$ cat src/rtl/divider_pkg.sv
// Shared types and defaults for the serial restoring divider.
package divider_pkg;

    typedef enum logic [1:0] {
        IDLE = 2'd0,
        CALC = 2'd1,
        DONE = 2'd2
    } div_state_t;

    localparam int unsigned DIV_WIDTH_DEFAULT = 8;

endpackage

$ cat src/rtl/serial_divider_8_bits_controller_if.sv
// START/DONE request-response bundle between a requester and the serial divider.
interface serial_divider_8_bits_controller_if #(
    parameter int unsigned WIDTH = divider_pkg::DIV_WIDTH_DEFAULT
) ();

    logic             START;
    logic [WIDTH-1:0] DIVIDEND;
    logic [WIDTH-1:0] DIVISOR;
    logic             BUSY;
    logic             DONE;
    logic [WIDTH-1:0] QUOTIENT;
    logic [WIDTH-1:0] REMAINDER;
    logic             DIV_BY_ZERO;

    modport master (
        output START, DIVIDEND, DIVISOR,
        input  BUSY, DONE, QUOTIENT, REMAINDER, DIV_BY_ZERO
    );

    modport slave (
        input  START, DIVIDEND, DIVISOR,
        output BUSY, DONE, QUOTIENT, REMAINDER, DIV_BY_ZERO
    );

endinterface

$ cat src/rtl/borrow_ripple_subtractor.sv
// Combinational ripple-borrow subtractor built from 1-bit full-subtractor cells.
module borrow_ripple_subtractor #(
    parameter int unsigned WIDTH = 8
) (
    input  logic [WIDTH-1:0] a_i,
    input  logic [WIDTH-1:0] b_i,
    input  logic             bin_i,
    output logic [WIDTH-1:0] diff_o,
    output logic             bout_o
);

    logic [WIDTH:0] borrow;

    assign borrow[0] = bin_i;

    for (genvar i = 0; i < WIDTH; i++) begin : g_cell
        assign diff_o[i]   = a_i[i] ^ b_i[i] ^ borrow[i];
        assign borrow[i+1] = (~a_i[i] & b_i[i]) | (~(a_i[i] ^ b_i[i]) & borrow[i]);
    end

    assign bout_o = borrow[WIDTH];

endmodule

$ cat src/rtl/serial_divider_8_bits_controller.sv
// Unsigned restoring divider, one trial subtraction per clock.
// Optional DIVIDER_FAST_ZERO_EN: a zero divisor skips the iterations and finishes in one cycle.
module serial_divider_8_bits_controller
    import divider_pkg::*;
#(
    parameter int unsigned WIDTH = DIV_WIDTH_DEFAULT
) (
    input  logic CLK,
    input  logic RST_N,
    serial_divider_8_bits_controller_if.slave bus
);

    localparam int unsigned CNT_W = $clog2(WIDTH) + 1;

    div_state_t       state_q, state_d;
    logic [WIDTH-1:0] q_q, q_d;
    logic [WIDTH-1:0] r_q, r_d;
    logic [WIDTH-1:0] d_q, d_d;
    logic [CNT_W-1:0] cnt_q, cnt_d;
    logic [WIDTH-1:0] quo_q, quo_d;
    logic [WIDTH-1:0] rem_q, rem_d;
    logic             dbz_q, dbz_d;
    logic             busy_q, busy_d;
    logic             done_q, done_d;

    logic [WIDTH:0]   shifted;
    logic [WIDTH-1:0] diff;
    logic             bout;
    logic             success;
    logic [WIDTH-1:0] iter_q;
    logic [WIDTH-1:0] iter_r;
    logic             last_iter;
    logic             zero_div;

    // Shift-in of the next dividend bit and the single shared trial subtraction
    assign shifted = {r_q, q_q[WIDTH-1]};

    borrow_ripple_subtractor #(.WIDTH(WIDTH)) u_sub (
        .a_i    (shifted[WIDTH-1:0]),
        .b_i    (d_q),
        .bin_i  (1'b0),
        .diff_o (diff),
        .bout_o (bout)
    );

    // A set bit above the window means the partial remainder already exceeds D
    assign success   = shifted[WIDTH] | ~bout;
    assign iter_q    = {q_q[WIDTH-2:0], success};
    assign iter_r    = success ? diff : shifted[WIDTH-1:0];
    assign last_iter = (cnt_q == CNT_W'(WIDTH - 1));
    assign zero_div  = (bus.DIVISOR == '0);

    always_ff @(posedge CLK or negedge RST_N) begin
        if (!RST_N) begin
            state_q <= IDLE;
        end else begin
            state_q <= state_d;
        end
    end

    always_comb begin
        state_d = state_q;
        case (state_q)
            IDLE: begin
                if (bus.START) begin
`ifdef DIVIDER_FAST_ZERO_EN
                    state_d = zero_div ? DONE : CALC;
`else
                    state_d = CALC;
`endif
                end
            end
            CALC:    if (last_iter) state_d = DONE;
            DONE:    state_d = IDLE;
            default: state_d = IDLE;
        endcase
    end

    always_comb begin
        q_d    = q_q;
        r_d    = r_q;
        d_d    = d_q;
        cnt_d  = cnt_q;
        quo_d  = quo_q;
        rem_d  = rem_q;
        dbz_d  = dbz_q;
        busy_d = (state_d != IDLE);
        done_d = (state_d == DONE);
        case (state_q)
            IDLE: begin
                if (bus.START) begin
                    q_d   = bus.DIVIDEND;
                    r_d   = '0;
                    d_d   = bus.DIVISOR;
                    cnt_d = '0;
                    dbz_d = zero_div;
`ifdef DIVIDER_FAST_ZERO_EN
                    if (zero_div) begin
                        quo_d = '1;
                        rem_d = bus.DIVIDEND;
                    end
`endif
                end
            end
            CALC: begin
                q_d   = iter_q;
                r_d   = iter_r;
                cnt_d = cnt_q + CNT_W'(1);
                // Results are published only on the final iteration
                if (last_iter) begin
                    quo_d = iter_q;
                    rem_d = iter_r;
                end
            end
            default: ;
        endcase
    end

    always_ff @(posedge CLK or negedge RST_N) begin
        if (!RST_N) begin
            q_q    <= '0;
            r_q    <= '0;
            d_q    <= '0;
            cnt_q  <= '0;
            quo_q  <= '0;
            rem_q  <= '0;
            dbz_q  <= 1'b0;
            busy_q <= 1'b0;
            done_q <= 1'b0;
        end else begin
            q_q    <= q_d;
            r_q    <= r_d;
            d_q    <= d_d;
            cnt_q  <= cnt_d;
            quo_q  <= quo_d;
            rem_q  <= rem_d;
            dbz_q  <= dbz_d;
            busy_q <= busy_d;
            done_q <= done_d;
        end
    end

    assign bus.BUSY        = busy_q;
    assign bus.DONE        = done_q;
    assign bus.QUOTIENT    = quo_q;
    assign bus.REMAINDER   = rem_q;
    assign bus.DIV_BY_ZERO = dbz_q;

endmodule

$ cat src/flat_wrapper.sv
// flat-port wrapper written by rule: the top's interface ports become plain ports
module serial_divider_8_bits_controller_flat import divider_pkg::*;
#(
    parameter int unsigned WIDTH = DIV_WIDTH_DEFAULT
)
  (CLK, RST_N, bus_START, bus_DIVIDEND, bus_DIVISOR, bus_BUSY, bus_DONE, bus_QUOTIENT, bus_REMAINDER, bus_DIV_BY_ZERO);
  serial_divider_8_bits_controller_if #(.WIDTH(WIDTH)) bus_i ();
  input  logic CLK;
  input  logic RST_N;
  input wire logic [$bits(bus_i.START)-1:0] bus_START;
  input wire logic [$bits(bus_i.DIVIDEND)-1:0] bus_DIVIDEND;
  input wire logic [$bits(bus_i.DIVISOR)-1:0] bus_DIVISOR;
  output wire logic [$bits(bus_i.BUSY)-1:0] bus_BUSY;
  output wire logic [$bits(bus_i.DONE)-1:0] bus_DONE;
  output wire logic [$bits(bus_i.QUOTIENT)-1:0] bus_QUOTIENT;
  output wire logic [$bits(bus_i.REMAINDER)-1:0] bus_REMAINDER;
  output wire logic [$bits(bus_i.DIV_BY_ZERO)-1:0] bus_DIV_BY_ZERO;
  assign bus_i.START = bus_START;
  assign bus_i.DIVIDEND = bus_DIVIDEND;
  assign bus_i.DIVISOR = bus_DIVISOR;
  assign bus_BUSY = bus_i.BUSY;
  assign bus_DONE = bus_i.DONE;
  assign bus_QUOTIENT = bus_i.QUOTIENT;
  assign bus_REMAINDER = bus_i.REMAINDER;
  assign bus_DIV_BY_ZERO = bus_i.DIV_BY_ZERO;
  serial_divider_8_bits_controller #(.WIDTH(WIDTH)) u_core (.CLK(CLK), .RST_N(RST_N), .bus(bus_i));
endmodule
$ cat config.mk
export PLATFORM = sky130hd
export DESIGN_NAME = serial_divider_8_bits_controller_flat
export DESIGN_NICKNAME = d
export VERILOG_FILES = /design/src/rtl/divider_pkg.sv /design/src/rtl/serial_divider_8_bits_controller_if.sv /design/src/rtl/borrow_ripple_subtractor.sv /design/src/rtl/serial_divider_8_bits_controller.sv /design/src/flat_wrapper.sv
export SDC_FILE = /design/constraint.sdc
export NUM_CORES = 1
export LEC_CHECK = 0
export CAP_MARGIN = 20
export CORE_UTILIZATION = 40
export CTS_CLUSTER_DIAMETER = 120
export CTS_CLUSTER_SIZE = 8
export DETAILED_ROUTE_END_ITERATION = 8
export HOLD_SLACK_MARGIN = 0.08
export SLEW_MARGIN = 20
export SYNTH_ARGS = -nofsm -noshare
export SYNTH_HDL_FRONTEND = slang
export SYNTH_SLANG_ARGS = --single-unit
export TNS_END_PERCENT = 30
$ cat constraint.sdc
create_clock -name CLK -period 5.9 [get_ports CLK]
set_clock_uncertainty 0.15 [all_clocks]
set_input_delay 1.18 -clock CLK [delete_from_list [all_inputs] [get_ports CLK]]
set_output_delay 1.18 -clock CLK [all_outputs]
set_load 0.01 [all_outputs]
# Word level (Yosys, flattened, before mapping)
# Cells that the tools add are included.
# word_totals
reg_bits	49
out_inout_bits	19
wordCells	86
# classes
n_addsub	1
n_eq_ne	4
muxes	10
n_bitwise	54
reduce_logical	7
# ops
cell	count
$pmux W8 S2	2
$mux W8	3
$not A1 Y1	16
$and A1 B1 Y1	15
$xor A1 B1 Y1	15
$logic_not A8 Y1	1
$or A1 B1 Y1	8
$pmux W4 S2	1
$reduce_and A2 Y1	3
$add A4 B1 Y4 const B	1
$eq A4 B3 Y1 const B	1
$mux W2	2
$mux W4	1
$pmux W2 S2	1
$reduce_bool A2 Y1	2
$eq A2 B1 Y1 const B	1
$eq A2 B2 Y1 const B	1
$logic_not A2 Y1	1
$ne A2 B2 Y1 const B	1

# Logic depth before layout (Yosys ltp)
# Gate-level depths: netlist of run 1.
# depth
ltp_word	20
mapped_depth	15
depth_no_buf	14

# Hierarchy
# A second synthesis of run 1 with hierarchy kept.
# hier_totals
cells_unflattened	190
area_unflattened_um2	2379.8
# modules_own_cells
module	instances	cells_each	area_each_um2	seq_area_each_um2
serial_divider_8_bits_controller	1	164	2152.1	1226.2
borrow_ripple_subtractor	1	26	227.7	0.0

# Least setup slack after synthesis of run 1
# OpenSTA, ideal clock, no wires.
# synth_path
path_kind	reg-to-reg
from	register u_core.q_q[7]
to	register u_core.rem_q[6], in the netlist u_core.bus.REMAINDER[6]
setup_time_ns	0.125
t_arrival_ns	3.911
t_required_ns	5.625
slack_ns	1.714
path_stages_with_launch	16
path_buffers	1
cell_sequence	dfrtp_1 > inv_1 > ha_1 > fa_1 > fa_1 > inv_1 > fa_1 > fa_1 > fa_1 > fa_1 > inv_1 > fa_1 > nor2b_1 > buf_2 > mux2_2 > mux2_2
# synth_via
elab_chain_cells	19
word_cells_on_any_way	20
classes_between	1 x mux; 19 x bitwise
# synth_lines
item	line	source
start: declaration	serial_divider_8_bits_controller.sv:16	logic [WIDTH-1:0] q_q, q_d;
start signal: assignment	serial_divider_8_bits_controller.sv:131	q_q <= q_d;
$not A1 Y1 *	borrow_ripple_subtractor.sv:18	assign borrow[i+1] = (~a_i[i] & b_i[i]) | (~(a_i[i] ^ b_i[i]) & borrow[i]);
$and A1 B1 Y1 * (2 in a row)	borrow_ripple_subtractor.sv:18	
$or A1 B1 Y1 *	borrow_ripple_subtractor.sv:18	
$and A1 B1 Y1 *	borrow_ripple_subtractor.sv:18	
$or A1 B1 Y1 *	borrow_ripple_subtractor.sv:18	
$and A1 B1 Y1 *	borrow_ripple_subtractor.sv:18	
$or A1 B1 Y1 *	borrow_ripple_subtractor.sv:18	
$and A1 B1 Y1 *	borrow_ripple_subtractor.sv:18	
[... 2 more ...]	--	
$or A1 B1 Y1 *	borrow_ripple_subtractor.sv:18	
$and A1 B1 Y1	borrow_ripple_subtractor.sv:18	
$or A1 B1 Y1	borrow_ripple_subtractor.sv:18	
$and A1 B1 Y1	borrow_ripple_subtractor.sv:18	
$or A1 B1 Y1	borrow_ripple_subtractor.sv:18	
$not A1 Y1	serial_divider_8_bits_controller.sv:47	assign success = shifted[WIDTH] | ~bout;
$or A1 B1 Y1	serial_divider_8_bits_controller.sv:47	
$mux W8 *	serial_divider_8_bits_controller.sv:49	assign iter_r = success ? diff : shifted[WIDTH-1:0];
end signal: assignment	serial_divider_8_bits_controller.sv:136	rem_q <= rem_d;
end: declaration	serial_divider_8_bits_controller.sv:21	logic [WIDTH-1:0] rem_q, rem_d;
# Mark *: on every way between the ends. The rest lies on a longest branch, timed or not.
# A chain may end at the register's enable or synchronous reset.

# Final worst setup path of run 1
# layout_path
from	register u_core.q_q[7]
to	register u_core.rem_q[5], in the netlist u_core.bus.REMAINDER[5]
# layout_via
elab_chain_cells	19
word_cells_on_any_way	20
classes_between	1 x mux; 19 x bitwise
# layout_lines
item	line
$not A1 Y1 *	borrow_ripple_subtractor.sv:18
$and A1 B1 Y1 * (2 in a row)	borrow_ripple_subtractor.sv:18
$or A1 B1 Y1 *	borrow_ripple_subtractor.sv:18
$and A1 B1 Y1 *	borrow_ripple_subtractor.sv:18
$or A1 B1 Y1 *	borrow_ripple_subtractor.sv:18
$and A1 B1 Y1 *	borrow_ripple_subtractor.sv:18
$or A1 B1 Y1 *	borrow_ripple_subtractor.sv:18
$and A1 B1 Y1 *	borrow_ripple_subtractor.sv:18
[... 2 more ...]	--
$or A1 B1 Y1	borrow_ripple_subtractor.sv:18
$and A1 B1 Y1	borrow_ripple_subtractor.sv:18
$or A1 B1 Y1	borrow_ripple_subtractor.sv:18
$and A1 B1 Y1	borrow_ripple_subtractor.sv:18
$or A1 B1 Y1	borrow_ripple_subtractor.sv:18
$not A1 Y1	serial_divider_8_bits_controller.sv:47
$or A1 B1 Y1	serial_divider_8_bits_controller.sv:47
$mux W8 *	serial_divider_8_bits_controller.sv:49
# Marked as above.

==> qor.yml, run 1 <==
run_status:
  status: "finished, final reports clean"
critical_path:
  worstPathMaxFanout: 6
  cp.arrival_ps: 4670
  worstSetupStartpoint: "u_core.q_q[7]"
  cp.required_ps: 5930
  worst-setup-path-type: "flop to flop"
  endpoint_kind: "flop"
  startpoint_type: "flop"
  r2r_start: "u_core.q_q[7]"
placed_design:
  hpwlAfterDp_um: 3188
  gp_congestion: 0.8273
  port_buffers: 37
  place_area_sq_um: 2734
synth:
  synth_top_cell_by_area: "dfrtp_1"
  syn-num-nets: 210
  synth_flop_cell: "dfrtp_1"
  synth_top_family_by_area: "multiplexers"
  synth_common_cells: "49 x dfrtp_1, 15 x mux2_2, 15 x o21ai_0, 12 x inv_1"
  netlist_instances: 182
  synth_fa_ha_area_share_pct: 7.116
  synth-edff-count: 0
  synth.ff_latch_count: 49
  ys_async_sr_fraction_pct: 100.0
  synth_cell_types: 30
  yosysSeqAreaShare_pct: 52.83
  synthMostInstantiatedCell: "dfrtp_1"
  syn-cell-area_sq_um: 2321
  ys_top_cells_by_area: "dfrtp_1 53%, mux2_2 7.3%, fa_1 6.0%"
  synth_compound_area_share_pct: 11.81
  syn_avg_cell_area_sq_um: 12.75
  yosysWarnings: 0
  synth_top_area_share_pct: 52.83
  synthSimpleGateAreaFrac_pct: 8.571
  synth_xor_area_share_pct: 0
  synthMuxAreaShare_pct: 15.26
hold_path:
  min-delay-start: "u_core.r_q[6]"
  hp-class: "flop to flop"
clock_tree:
  htree_num_levels: 2
  post_cts.repair.setup_buffers: 0
  clock_sinks: 49
  cts_buffer_depth: 2
  clkSlewWorstSetupHoldPaths_ps: 90
  clk_latency_ps: 300
  cts_resized: 0
  cts_tree: "yes"
  hold_buffers: 0
  cts-root-buf: "clkbuf_8"
  cts_made_buffers: 5
grt:
  grt_util_all_layers_pct: 16.98
  antenna_found_initial: 0
  overflow: 0
  grt_max_degree: 50
  first_global_vias: 1546
  grt_pass1_wl_um: 7886
power:
  p_leak_nw: 1.240
  peakVddDrop_uv: 278.4
  power_density_nw_per_um2: 604.9
timing:
  rsz0062_at_grt: "false"
  slew_headroom_pct: 31.84
  whs_ps: 365.1
  max_freq_mhz: 215.7
  slew_violations: 0
  worst_pin_slew_ps: 1019
  post-route-period-util_pct: 78.56
  tns_ps: 0
  hold_viol: 0
  fin_crit_ps: 4635
  setup_viol: 0
final_layout:
  stdcell_area_sq_um: 2856
  syn_to_final_growth_pct: 23.07
  n_antenna_cell: 0
  multi_input_area_sq_um: 992.2
  nets: 247
  drive_above_1_share_pct: 17.27
  fillers: 488
  regArea_sq_um: 1226
detailed_routing:
  wl_met1_um: 2222
  top_layer: "met4"
  ant_nets: 0
  first_pass_iters: 4
  route.met2.wl_um: 2138
  drt_iter0_markers: 69
  wire_per_inst_um: 15.62
  wl_met3_um: 152
  drc: 0
  viasPerCell: 5.106
  vias: 1491
  wl_um: 4561
floorplanning:
  start_util_pct: 41.89
  die_y_um: 78.18
  rows: 27
  core_area_sq_um: 5540
  num_io_pins: 38
  die_area_sq_um: 6111
  fp.dieW_um: 78.18
flow_run:
  drv_cap: 0
## cells in the final DEF (no fill, tap or decap), types with 2 or more instances in the layout
cell and n:
dfrtp_1 49, clkdlybuf4s50_1 36, o21ai_0 15, mux2_2 15, inv_1 12, nor2b_1 9, a22o_1 9, mux2_4 9
a21oi_1 8, nand2_1 7, a22oi_1 7, fa_1 7, clkbuf_8 6, mux2i_1 5, buf_4 3, o21bai_1 2
nor3_1 2, nand2b_1 2, o22ai_1 2, nor4_1 2, ha_1 2
## critical path, stage by stage (launching register included)
cell and delay (ps):
dfrtp_1 370, inv_1 80, ha_1 180, fa_1 200, fa_1 170, inv_1 50, fa_1 450, fa_1 470
fa_1 460, fa_1 420, inv_1 90, fa_1 220, nor2b_1 520, mux2_2 430, mux2_4 270
## through the flow
step | total power [W] | util (%) | setup slack, ps | cells
after floorplan | 0.001216 | - | 1714 | 182
after global placement | 0.001459 | 49.35 | 1407 | 284
after detailed placement | 0.001496 | 49.35 | 1272 | 284
after CTS | 0.001753 | 51.51 | 1232 | 292
after global routing | 0.001882 | 51.56 | 1039 | 292
final | 0.001728 | 51.56 | 1265 | 292
## per-layer routing
| layer | GRT usage, % | vias up |
|---|---|---|
| li1 | - | 711 |
| met1 | 24.64 | 748 |
| met2 | 24.82 | 26 |
| met3 | 4.186 | 6 |
| met4 | 5.556 | 0 |
| met5 | 0 | - |
## sequential cells by signal (all words and copies together) (netlist names)
name,flops
u_core.r_q,8
u_core.cnt_q,4
u_core.bus.QUOTIENT,8
u_core.state_q,2
u_core.bus.REMAINDER,8
u_core.bus.BUSY,1
u_core.d_q,8
u_core.bus.DONE,1
u_core.bus.DIV_BY_ZERO,1
u_core.q_q,8
## power by group
| part | internal [W] | total [W] | switching, W |
|---|---|---|---|
| clock | 0.000138 | 0.000248 | 0.000110 |
| sequential | 0.000503 | 0.000623 | 0.000120 |
| combinational | 0.000481 | 0.000857 | 0.000376 |
| total | 0.00112 | 0.00173 | 0.000607 |
## final cells by class
cell class | count | share of cell area [%]
well taps | 72 | 3.154
flip-flops and latches | 49 | 42.93
clock inverters | 2 | 1.314
repair buffers | 39 | 13.40
multi-input cells | 112 | 34.74
clock buffers | 6 | 2.891
inverters | 12 | 1.577
## final timing paths
path / slack [ps] / to / cells past startpoint
setup / recovery: 1260 / u_core.bus.REMAINDER[5] / 14
hold / removal: 370 / u_core.r_q[6] / 1
setup reg to reg: 1260 / u_core.bus.REMAINDER[5] / 14
hold reg to reg: 370 / u_core.r_q[6] / 1
max in group asynchronous: 4450 / u_core.bus.REMAINDER[0] / 1
min in group asynchronous: 740 / u_core.d_q[5] / 1
## cell families after synthesis
| group | Yosys count |
|---|---|
| AO/OA/AOI/OAI | 43 |
| adder cells (fa/ha/maj) | 9 |
| buffers and inverters | 21 |
| flip-flops | 49 |
| multiplexers | 29 |
| AND/OR/NAND/NOR | 31 |
Note: power is estimated with default switching activity, not from simulation.
==> run 2, diff against run 1 <==
==> constraint.sdc (replaced) <==
create_clock -name CLK -period 4.5 [get_ports CLK]
set_clock_uncertainty 0.15 [all_clocks]
set_input_delay 0.9 -clock CLK [delete_from_list [all_inputs] [get_ports CLK]]
set_output_delay 0.9 -clock CLK [all_outputs]
set_load 0.01 [all_outputs]
==> qor.yml, run 2 (synthesis results as in run 1) <==
grt:
  overflow: 0  # unchanged
  grt_pass1_wl_um: 7893  # was 7886 um
  first_global_vias: 1568  # was 1,546
  grt_max_degree: 50  # unchanged
  grt_util_all_layers_pct: 17.07  # was 16.98%
  antenna_found_initial: 0  # unchanged
floorplanning:
  rows: 27  # unchanged
  die_area_sq_um: 6111  # unchanged
  start_util_pct: 41.89  # unchanged
  core_area_sq_um: 5540  # unchanged
  num_io_pins: 38  # unchanged
  die_y_um: 78.18  # unchanged
  fp.dieW_um: 78.18  # unchanged
clock_tree:
  clock_sinks: 49  # unchanged
  clk_latency_ps: 290  # was 300 ps
  post_cts.repair.setup_buffers: 0  # unchanged
  cts_tree: "yes"  # unchanged
  cts_made_buffers: 5  # unchanged
  cts_resized: 0  # unchanged
  cts-root-buf: "clkbuf_8"  # unchanged
  htree_num_levels: 2  # unchanged
  hold_buffers: 0  # unchanged
  cts_buffer_depth: 2  # unchanged
  clkSlewWorstSetupHoldPaths_ps: 80  # was 90 ps
power:
  p_leak_nw: 1.223  # was 1.240 nW
  peakVddDrop_uv: 306.9  # was 278.4 uV
  power_density_nw_per_um2: 782.3  # was 604.9 nW/um^2
timing:
  whs_ps: 363.8  # was 365.1 ps
  max_freq_mhz: 236.0  # was 215.7 MHz
  tns_ps: 0  # unchanged
  fin_crit_ps: 4238  # was 4635 ps
  setup_viol: 0  # unchanged
  slew_violations: 0  # unchanged
  hold_viol: 0  # unchanged
  post-route-period-util_pct: 94.17  # was 78.56%
  slew_headroom_pct: 31.30  # was 31.84%
  worst_pin_slew_ps: 1027  # was 1019 ps
  rsz0062_at_grt: "false"  # unchanged
critical_path:
  endpoint_kind: "flop"  # unchanged
  cpPeakStageDelay_ps: 450  # was 520 ps
  r2r_setup_slack_ps: 260  # was 1260 ps
  regToRegEndpoint: "u_core.bus.REMAINDER[5]"  # unchanged
  cp.required_ps: 4530  # was 5930 ps
  worst-setup-path-type: "flop to flop"  # unchanged
  r2r_start: "u_core.q_q[7]"  # unchanged
  cp.buffers_inverters: 4  # was 3
  cp.arrival_ps: 4270  # was 4670 ps
  crit_family: "adder cells"  # unchanged
  startpoint_type: "flop"  # unchanged
  timing.reg2reg.worst_path_depth: 15  # was 14
  crit_slowest_cell: "fa_1"  # was nor2b_1
  worstPathMaxFanout: 6  # unchanged
  worst_path_most_repeated_cell: "fa_1"  # unchanged
  cp_cell_sequence: "inv_1 > ha_1 > fa_1 > fa_1 > inv_1 > fa_1 > fa_2 > fa_2 > fa_1 > inv_1 > fa_1 > nor2b_1 > buf_4 > mux2_2 > mux2_4"  # was inv_1 > ha_1 > fa_1 > fa_1 > inv_1 > fa_1 > fa_1 > fa_1 > fa_1 > inv_1 > fa_1 > nor2b_1 > mux2_2 > mux2_4
final_layout:
  n_antenna_cell: 0  # unchanged
  fillers: 500  # was 488
  fin_util_pct: 51.20  # was 51.56%
  drive_above_1_share_pct: 18.10  # was 17.27%
  nets: 248  # was 247
  syn_to_final_growth_pct: 22.21  # was 23.07%
  instances_no_fill: 293  # was 292
  layout_common_cells: "49 x dfrtp_1, 36 x clkdlybuf4s50_1, 15 x o21ai_0, 15 x mux2_2, 12 x inv_1"  # unchanged
  final_common_cell: "dfrtp_1"  # unchanged
detailed_routing:
  wl_um: 4608  # was 4561 um
  drt_iter0_markers: 65  # was 69
  first_pass_iters: 4  # unchanged
  drc: 0  # unchanged
  viasPerCell: 5.167  # was 5.106
  ant_nets: 0  # unchanged
  vias: 1514  # was 1,491
  wire_per_inst_um: 15.73  # was 15.62 um
placed_design:
  gp_congestion: 0.8276  # was 0.8273
  port_buffers: 37  # unchanged
  dp.cells: 285  # was 284
  hpwlAfterDp_um: 3236  # was 3188 um
hold_path:
  hold_path_end: "u_core.bus.QUOTIENT[0]"  # was u_core.r_q[6]
  hold_depth: 1  # unchanged
  hp-class: "flop to flop"  # unchanged
  min-delay-start: "u_core.bus.QUOTIENT[0]"  # was u_core.r_q[6]
run_status:
  status: "finished, final reports clean"  # unchanged
flow_run:
  drv_cap: 0  # unchanged
==> run 2: power by group <==
group / switching, W / leakage, nW / internal, W
Sequential: 0.000161 / 0.593 / 0.000659
Clock: 0.000140 / 0.0374 / 0.000110
Combinational: 0.000504 / 0.593 / 0.000646
==> run 2: worst register-to-register path, cell delays in order (launching register included) <==
cell and delay, ps:
dfrtp_1 370, inv_1 90, ha_1 180, fa_1 200, fa_1 170, inv_1 50
fa_1 450, fa_2 410, fa_2 400, fa_1 430, inv_1 100, fa_1 210
nor2b_1 130, buf_4 170, mux2_2 360, mux2_4 270
==> run 2: metrics by stage <==
stage | setup WS, ps | total power, W | instance area [sq um]
4_1_cts | 129.3 | 0.002239 | 2829
3_5_place_dp | 140.3 | 0.001973 | 2741
2_1_floorplan | 314.0 | 0.001594 | 2321
6_report | 262.3 | 0.002219 | 2836
5_1_grt | 57.12 | 0.002412 | 2836
3_3_place_gp | 250.5 | 0.001924 | 2741
==> run 2: area by class of cell <==
type / instances / area, sq um / area share (%)
inverters: 12 / 45.04 / 1.588
well taps: 72 / 90.09 / 3.176
clock buffers: 6 / 72.57 / 2.558
clock inverters: 2 / 15.01 / 0.5293
repair buffers: 40 / 390.4 / 13.76
multi-input cells: 112 / 997.2 / 35.16
flip-flops and latches: 49 / 1226 / 43.23
==> run 2: how the worst max path moves through the flow <==
stage | depth (start not counted) | startpoint | slack, ps | endpoint
finish | 15 | u_core.q_q[7] | 260 | u_core.bus.REMAINDER[5]
global route | 15 | u_core.q_q[7] | 60 | u_core.bus.REMAINDER[5]
CTS | 15 | u_core.q_q[7] | 130 | u_core.bus.REMAINDER[5]
detailed placement | 15 | u_core.q_q[7] | 140 | u_core.bus.REMAINDER[5]
global placement | 15 | u_core.q_q[7] | 250 | u_core.bus.REMAINDER[6]
floorplan | 15 | u_core.q_q[7] | 310 | u_core.bus.REMAINDER[6]
==> run 2: routing by layer <==
layer	wire length [um]	GRT usage (%)	vias up
met5	0	0	-
met4	65	5.741	0
met3	180	3.605	7
met2	2232	27.02	33
met1	2130	23.33	757
li1	-	-	717
